$ cat src/rtl/mem_arb_pkg.sv
// Shared types and default constants for the two-port memory arbiter.
// Build option: define MEM_ARB_RR_EN for round-robin conflict resolution.
package mem_arb_pkg;

  localparam int unsigned DEF_ADDR_W  = 32;
  localparam int unsigned DEF_DATA_W  = 32;
  localparam int unsigned DEF_MEM_LAT = 1;

  typedef enum logic [1:0] {
    ST_IDLE  = 2'd0,
    ST_ISSUE = 2'd1,
    ST_WAIT  = 2'd2,
    ST_RESP  = 2'd3
  } state_e;

  typedef enum logic {
    PORT_I = 1'b0,
    PORT_D = 1'b1
  } port_e;

endpackage

$ cat src/rtl/mem_arb_grant.sv
// Winner selection between fetch (I) and data (D) requests.
// grant[0] = fetch port, grant[1] = data port; at most one bit set.
// Build option: MEM_ARB_RR_EN alternates on conflicts, otherwise D always wins.
module mem_arb_grant
  import mem_arb_pkg::*;
(
  input  logic       i_valid,
  input  logic       d_valid,
  input  port_e      last_grant,
  output logic [1:0] grant
);

`ifndef MEM_ARB_RR_EN
  // Fixed priority ignores grant history.
  logic unused_last_grant;
  assign unused_last_grant = (last_grant == PORT_D);
`endif

  // Pick a single winner from the current valids.
  always_comb begin
    grant = 2'b00;
    if (i_valid && d_valid) begin
`ifdef MEM_ARB_RR_EN
      grant = (last_grant == PORT_D) ? 2'b01 : 2'b10;
`else
      grant = 2'b10;
`endif
    end else if (d_valid) begin
      grant = 2'b10;
    end else if (i_valid) begin
      grant = 2'b01;
    end
  end

endmodule

$ cat src/rtl/mem_arbiter.sv
// Two-port (fetch / data) arbiter onto a single fixed-latency memory.
// One transaction in flight: IDLE -> ISSUE -> WAIT -> RESP -> IDLE.
// Build option: MEM_ARB_RR_EN enables the round-robin conflict policy.
module mem_arbiter
  import mem_arb_pkg::*;
#(
  parameter int unsigned ADDR_W  = DEF_ADDR_W,
  parameter int unsigned DATA_W  = DEF_DATA_W,
  parameter int unsigned MEM_LAT = DEF_MEM_LAT
) (
  input  logic                clk,
  input  logic                rst,
  input  logic                i_req_valid,
  output logic                i_req_ready,
  input  logic [ADDR_W-1:0]   i_req_addr,
  output logic                i_rsp_valid,
  output logic [DATA_W-1:0]   i_rsp_data,
  input  logic                d_req_valid,
  output logic                d_req_ready,
  input  logic [ADDR_W-1:0]   d_req_addr,
  input  logic                d_req_we,
  input  logic [DATA_W-1:0]   d_req_wdata,
  input  logic [DATA_W/8-1:0] d_req_be,
  output logic                d_rsp_valid,
  output logic [DATA_W-1:0]   d_rsp_data,
  output logic                mem_en,
  output logic                mem_we,
  output logic [ADDR_W-3:0]   mem_addr,
  output logic [DATA_W-1:0]   mem_wdata,
  output logic [DATA_W/8-1:0] mem_be,
  input  logic [DATA_W-1:0]   mem_rdata
);

  localparam logic [3:0] LAT4 = 4'(MEM_LAT);

  state_e              state_q, state_d;
  logic [3:0]          cnt_q, cnt_d;
  port_e               owner_q, owner_d;
  logic                we_q, we_d;
  logic [ADDR_W-3:0]   addr_q, addr_d;
  logic [DATA_W-1:0]   wdata_q, wdata_d;
  logic [DATA_W/8-1:0] be_q, be_d;
  logic [DATA_W-1:0]   rsp_data_q, rsp_data_d;
  port_e               last_grant;
  logic [1:0]          grant;
  logic                idle;

  // Byte offset within the word never reaches the memory.
  logic unused_addr_lo;
  assign unused_addr_lo = ^{i_req_addr[1:0], d_req_addr[1:0]};

`ifdef MEM_ARB_RR_EN
  port_e last_q, last_d;

  // Remember which port won the most recent accept.
  always_ff @(posedge clk) begin
    if (rst) last_q <= PORT_I;
    else     last_q <= last_d;
  end

  // Update grant history only on an accept.
  always_comb begin
    last_d = last_q;
    if (idle && grant[1])      last_d = PORT_D;
    else if (idle && grant[0]) last_d = PORT_I;
  end

  assign last_grant = last_q;
`else
  assign last_grant = PORT_I;
`endif

  mem_arb_grant u_grant (
    .i_valid    (i_req_valid),
    .d_valid    (d_req_valid),
    .last_grant (last_grant),
    .grant      (grant)
  );

  assign idle = (state_q == ST_IDLE);

  // Next-state and request latching.
  always_comb begin
    state_d    = state_q;
    cnt_d      = cnt_q;
    owner_d    = owner_q;
    we_d       = we_q;
    addr_d     = addr_q;
    wdata_d    = wdata_q;
    be_d       = be_q;
    rsp_data_d = rsp_data_q;
    case (state_q)
      ST_IDLE: begin
        if (grant[1]) begin
          owner_d = PORT_D;
          we_d    = d_req_we;
          addr_d  = d_req_addr[ADDR_W-1:2];
          wdata_d = d_req_wdata;
          be_d    = d_req_be;
          state_d = ST_ISSUE;
        end else if (grant[0]) begin
          owner_d = PORT_I;
          we_d    = 1'b0;
          addr_d  = i_req_addr[ADDR_W-1:2];
          wdata_d = '0;
          be_d    = '1;
          state_d = ST_ISSUE;
        end
      end
      ST_ISSUE: begin
        cnt_d   = LAT4;
        state_d = ST_WAIT;
      end
      ST_WAIT: begin
        if (cnt_q <= 4'd1) begin
          cnt_d      = 4'd0;
          rsp_data_d = we_q ? '0 : mem_rdata;
          state_d    = ST_RESP;
        end else begin
          cnt_d = cnt_q - 4'd1;
        end
      end
      ST_RESP: begin
        state_d = ST_IDLE;
      end
      default: begin
        state_d = ST_IDLE;
      end
    endcase
  end

  // State and latched-request registers; reset abandons any transaction.
  always_ff @(posedge clk) begin
    if (rst) begin
      state_q    <= ST_IDLE;
      cnt_q      <= 4'd0;
      owner_q    <= PORT_I;
      we_q       <= 1'b0;
      addr_q     <= '0;
      wdata_q    <= '0;
      be_q       <= '0;
      rsp_data_q <= '0;
    end else begin
      state_q    <= state_d;
      cnt_q      <= cnt_d;
      owner_q    <= owner_d;
      we_q       <= we_d;
      addr_q     <= addr_d;
      wdata_q    <= wdata_d;
      be_q       <= be_d;
      rsp_data_q <= rsp_data_d;
    end
  end

  // Ready is held low during reset so nothing is accepted and then lost.
  assign i_req_ready = idle && grant[0] && !rst;
  assign d_req_ready = idle && grant[1] && !rst;

  assign i_rsp_valid = (state_q == ST_RESP) && (owner_q == PORT_I);
  assign d_rsp_valid = (state_q == ST_RESP) && (owner_q == PORT_D);
  assign i_rsp_data  = rsp_data_q;
  assign d_rsp_data  = rsp_data_q;

  assign mem_en    = (state_q == ST_ISSUE);
  assign mem_we    = mem_en && we_q;
  assign mem_addr  = addr_q;
  assign mem_wdata = wdata_q;
  assign mem_be    = be_q;

endmodule

$ cat config.mk
export PLATFORM = sky130hd
export DESIGN_NAME = mem_arbiter
export DESIGN_NICKNAME = d
export VERILOG_FILES = /design/src/rtl/mem_arb_pkg.sv /design/src/rtl/mem_arb_grant.sv /design/src/rtl/mem_arbiter.sv
export SDC_FILE = /design/constraint.sdc
export NUM_CORES = 1
export LEC_CHECK = 0
export CORE_MARGIN = 5
export CORE_UTILIZATION = 40
export CTS_BUF_LIST = sky130_fd_sc_hd__clkbuf_4 sky130_fd_sc_hd__clkbuf_8
export CTS_CLUSTER_SIZE = 12
export DETAILED_ROUTE_END_ITERATION = 16
export GPL_ROUTABILITY_DRIVEN = 0
export PLACE_DENSITY = 0.86
export SYNTH_ARGS = -nofsm -noshare
export SYNTH_HDL_FRONTEND = slang
export SYNTH_SLANG_ARGS = --single-unit
$ cat constraint.sdc
create_clock -name clk -period 4.4 [get_ports clk]
set_clock_uncertainty 0.15 [all_clocks]
set_input_delay 0.88 -clock clk [delete_from_list [all_inputs] [get_ports clk]]
set_output_delay 0.88 -clock clk [all_outputs]
set_load 0.02 [all_outputs]
==> metrics.txt <==
Max VDD drop 0.285 mV; TritonCTS buffer count 9; startpoint types primary input; starting density of the core 0.408; synthesis-to-layout area growth 60.4%; Synth top cells by count 106 x dfxtp_1, 49 x nor2_1, 36 x a21oi_1; DRT Pass-1 Iters 4; clk slew on worst S/H paths 0.09 ns; # diodes 0; final setup margin 1.10 ns; Worst Path Max Fanout 3; Synth top area share 0.479; Avg Inst Size Synth 9.56 um^2; Crit path top cell by count clkdlybuf4s50_1; crit path time final 3.30 ns; CTS tree built; Placement Setup Slack 1.09 ns; port bufs 268; first-pass GRT wire length 21.0 mm; CTS H-tree lvls 3; via count 4183; CP max stage delay 0.65 ns; chip height 115 um; Gate Count Post-Synth 463; worst relative slew slack 0.263; Tcrit/Tclk final 0.751; Post-CTS Setup Bufs 0; WL/cell 17.0 um; Final Max Tran Viols 0; Yosys top cell by area dfxtp_1; pwr dens 522 nW/um^2; Detailed Place HPWL 10.8 mm; die width 115 um; Via density 5.07; Hold-fix buffers, CTS 0; Area contributors post-synth dfxtp_1 48%, mux2i_1 7.0%, buf_4 5.9%; Max Buffers Root-to-Sink 2; logic gate share of total power 0.474; Leakage 2.63 nW; switching part of the total power 0.385; Unique masters post-synth 34; Rows 38; clk_lat worst skew 0.36 ns; Switch Pwr 1.43 mW; Overflow after GRT 0; sequential share of power 0.358; delay-heaviest family, CP buffers and inverters; post-synthesis net count 607; Worst Setup Path Type primary input to primary output; Int Power 2.28 mW; CTS Root Cell clkbuf_8; ANT nets after route 0; nets@finish 824; vias in the first global route 4228; Resize count post-CTS 0; Async SR Flop Fraction 0; final hold violations 0; Buf/Inv on CP 2; critical path's slowest cell clkdlybuf4s50_1; Syn. warnings 0; area of the core 10800 um^2; drt total wl 14.0 mm; most common cell in the synthesized netlist dfxtp_1; unrepaired setup endpoints after global routing no; Clock power frac 0.168; Synth Register Bits 106; hold crit path type register to register; count of final setup violators 0; CTS Sinks 106; Worst-Margin Slew 1.10 ns; cells along the critical path clkdlybuf4s50_1 -> nand2_1 -> nor3_1 -> clkdlybuf4s50_1; TNS Setup 0 ns; WP data arrival 2.27 ns; total die area 13300 um^2; critical path required time 3.37 ns; fillcell total 852; Tot GR Track Use 0.201; Synth Flop Type dfxtp_1; Critical Path End Type primary output; layout cells sized above 1 0.0438; initial antenna violation count 0; status finished clean; Max Cap Violations 0; number of placed I/O pins 273; 1st-iter DRT viols 275; synthesized area 4430 um^2; largest net degree at the start of global routing 82; DRC 0; Seq/Total Area, Yosys 0.479; Max Clk Rate 0.303 GHz; Post-synth EDFFs 0
[sequential cells by signal (all words and copies together), names as in the netlist]
name        flops
mem_wdata      32
state_q         2
we_q            1
mem_be          4
d_rsp_data     32
cnt_q           4
owner_q         1
mem_addr       30
[area by class of cell]
| class | count | area, um^2 | area share |
|---|---|---|---|
| repair buffers | 274 | 2720 | 0.383 |
| multi-input cells | 284 | 1860 | 0.262 |
| clock buffers | 11 | 145 | 0.0204 |
| inverters | 5 | 18.8 | 0.00264 |
| well taps | 140 | 175 | 0.0247 |
| flip-flops and latches | 106 | 2120 | 0.299 |
| clock inverters | 5 | 62.6 | 0.00881 |
[layout by cell type, fill, tap and decap left out, drive strengths merged, types with 7 or more instances in the layout]
master	n
buf	8
a211oi	31
nor2	52
nand2	35
a21oi	36
a22o	27
clkdlybuf4s50	266
clkbuf	11
dfxtp	106
ha	7
mux2i	31
nand3b	33
[worst register-to-register path: cells and delay by family, from the launching register on]
kind            cells  cell delay, ns
fa+ha+maj           1            0.24
simple gates        3            1.33
buf+inv             1            0.09
compound gates      1            0.20
flops               1            0.44
[per-stage QoR]
stage,instance area (um^2),util,hold slack (ns),total power [mW],instances
5_1_grt,7100,0.655,0.353,3.93,825
6_report,7100,0.655,0.326,3.71,825
4_1_cts,7100,0.655,0.329,3.75,825
3_3_place_gp,6900,0.636,0.302,3.04,809
3_5_place_dp,6900,0.636,0.306,3.12,809
2_1_floorplan,4430,-,0.321,2.39,463
[metal layers]
layer,GRT usage,wire length (um),vias up,share of wire
met5,0,0,-,0
met4,0.0908,384,0,0.027
met3,0.0679,1360,27,0.097
met2,0.368,7100,189,0.51
met1,0.205,5150,1941,0.37
li1,-,-,2026,-
[power groups by stage]
stage               registers (mW)  logic (mW)  clock network [mW]
finish                        1.33        1.76               0.625
detailed placement            1.35        1.77                   0
floorplan                     1.58       0.811                   0
global route                  1.36        1.89               0.683
CTS                           1.33        1.77               0.645
global placement              1.33        1.71                   0
[worst paths after layout]
kind | startpoint | to | slack (ns) | depth (start not counted)
max reg2reg | cnt_q[0]$_SDFFE_PP0P_ | d_rsp_data[10]$_SDFFE_PP0P_ | 1.86 | 6
min | d_rsp_data[31]$_SDFFE_PP0P_ | d_rsp_data[31]$_SDFFE_PP0P_ | 0.33 | 2
max | i_req_valid | i_req_ready | 1.10 | 4
min reg2reg | d_rsp_data[31]$_SDFFE_PP0P_ | d_rsp_data[31]$_SDFFE_PP0P_ | 0.33 | 2
[logic make-up after synthesis]
kind of cell	synth area share
adders and majority gates	0.0198
and+or+nand+nor	0.160
AOI/OAI and AO/OA	0.170
buffers and inverters	0.101
DFF	0.479
muxes	0.0701
Note: power is estimated with default switching activity, not from simulation.
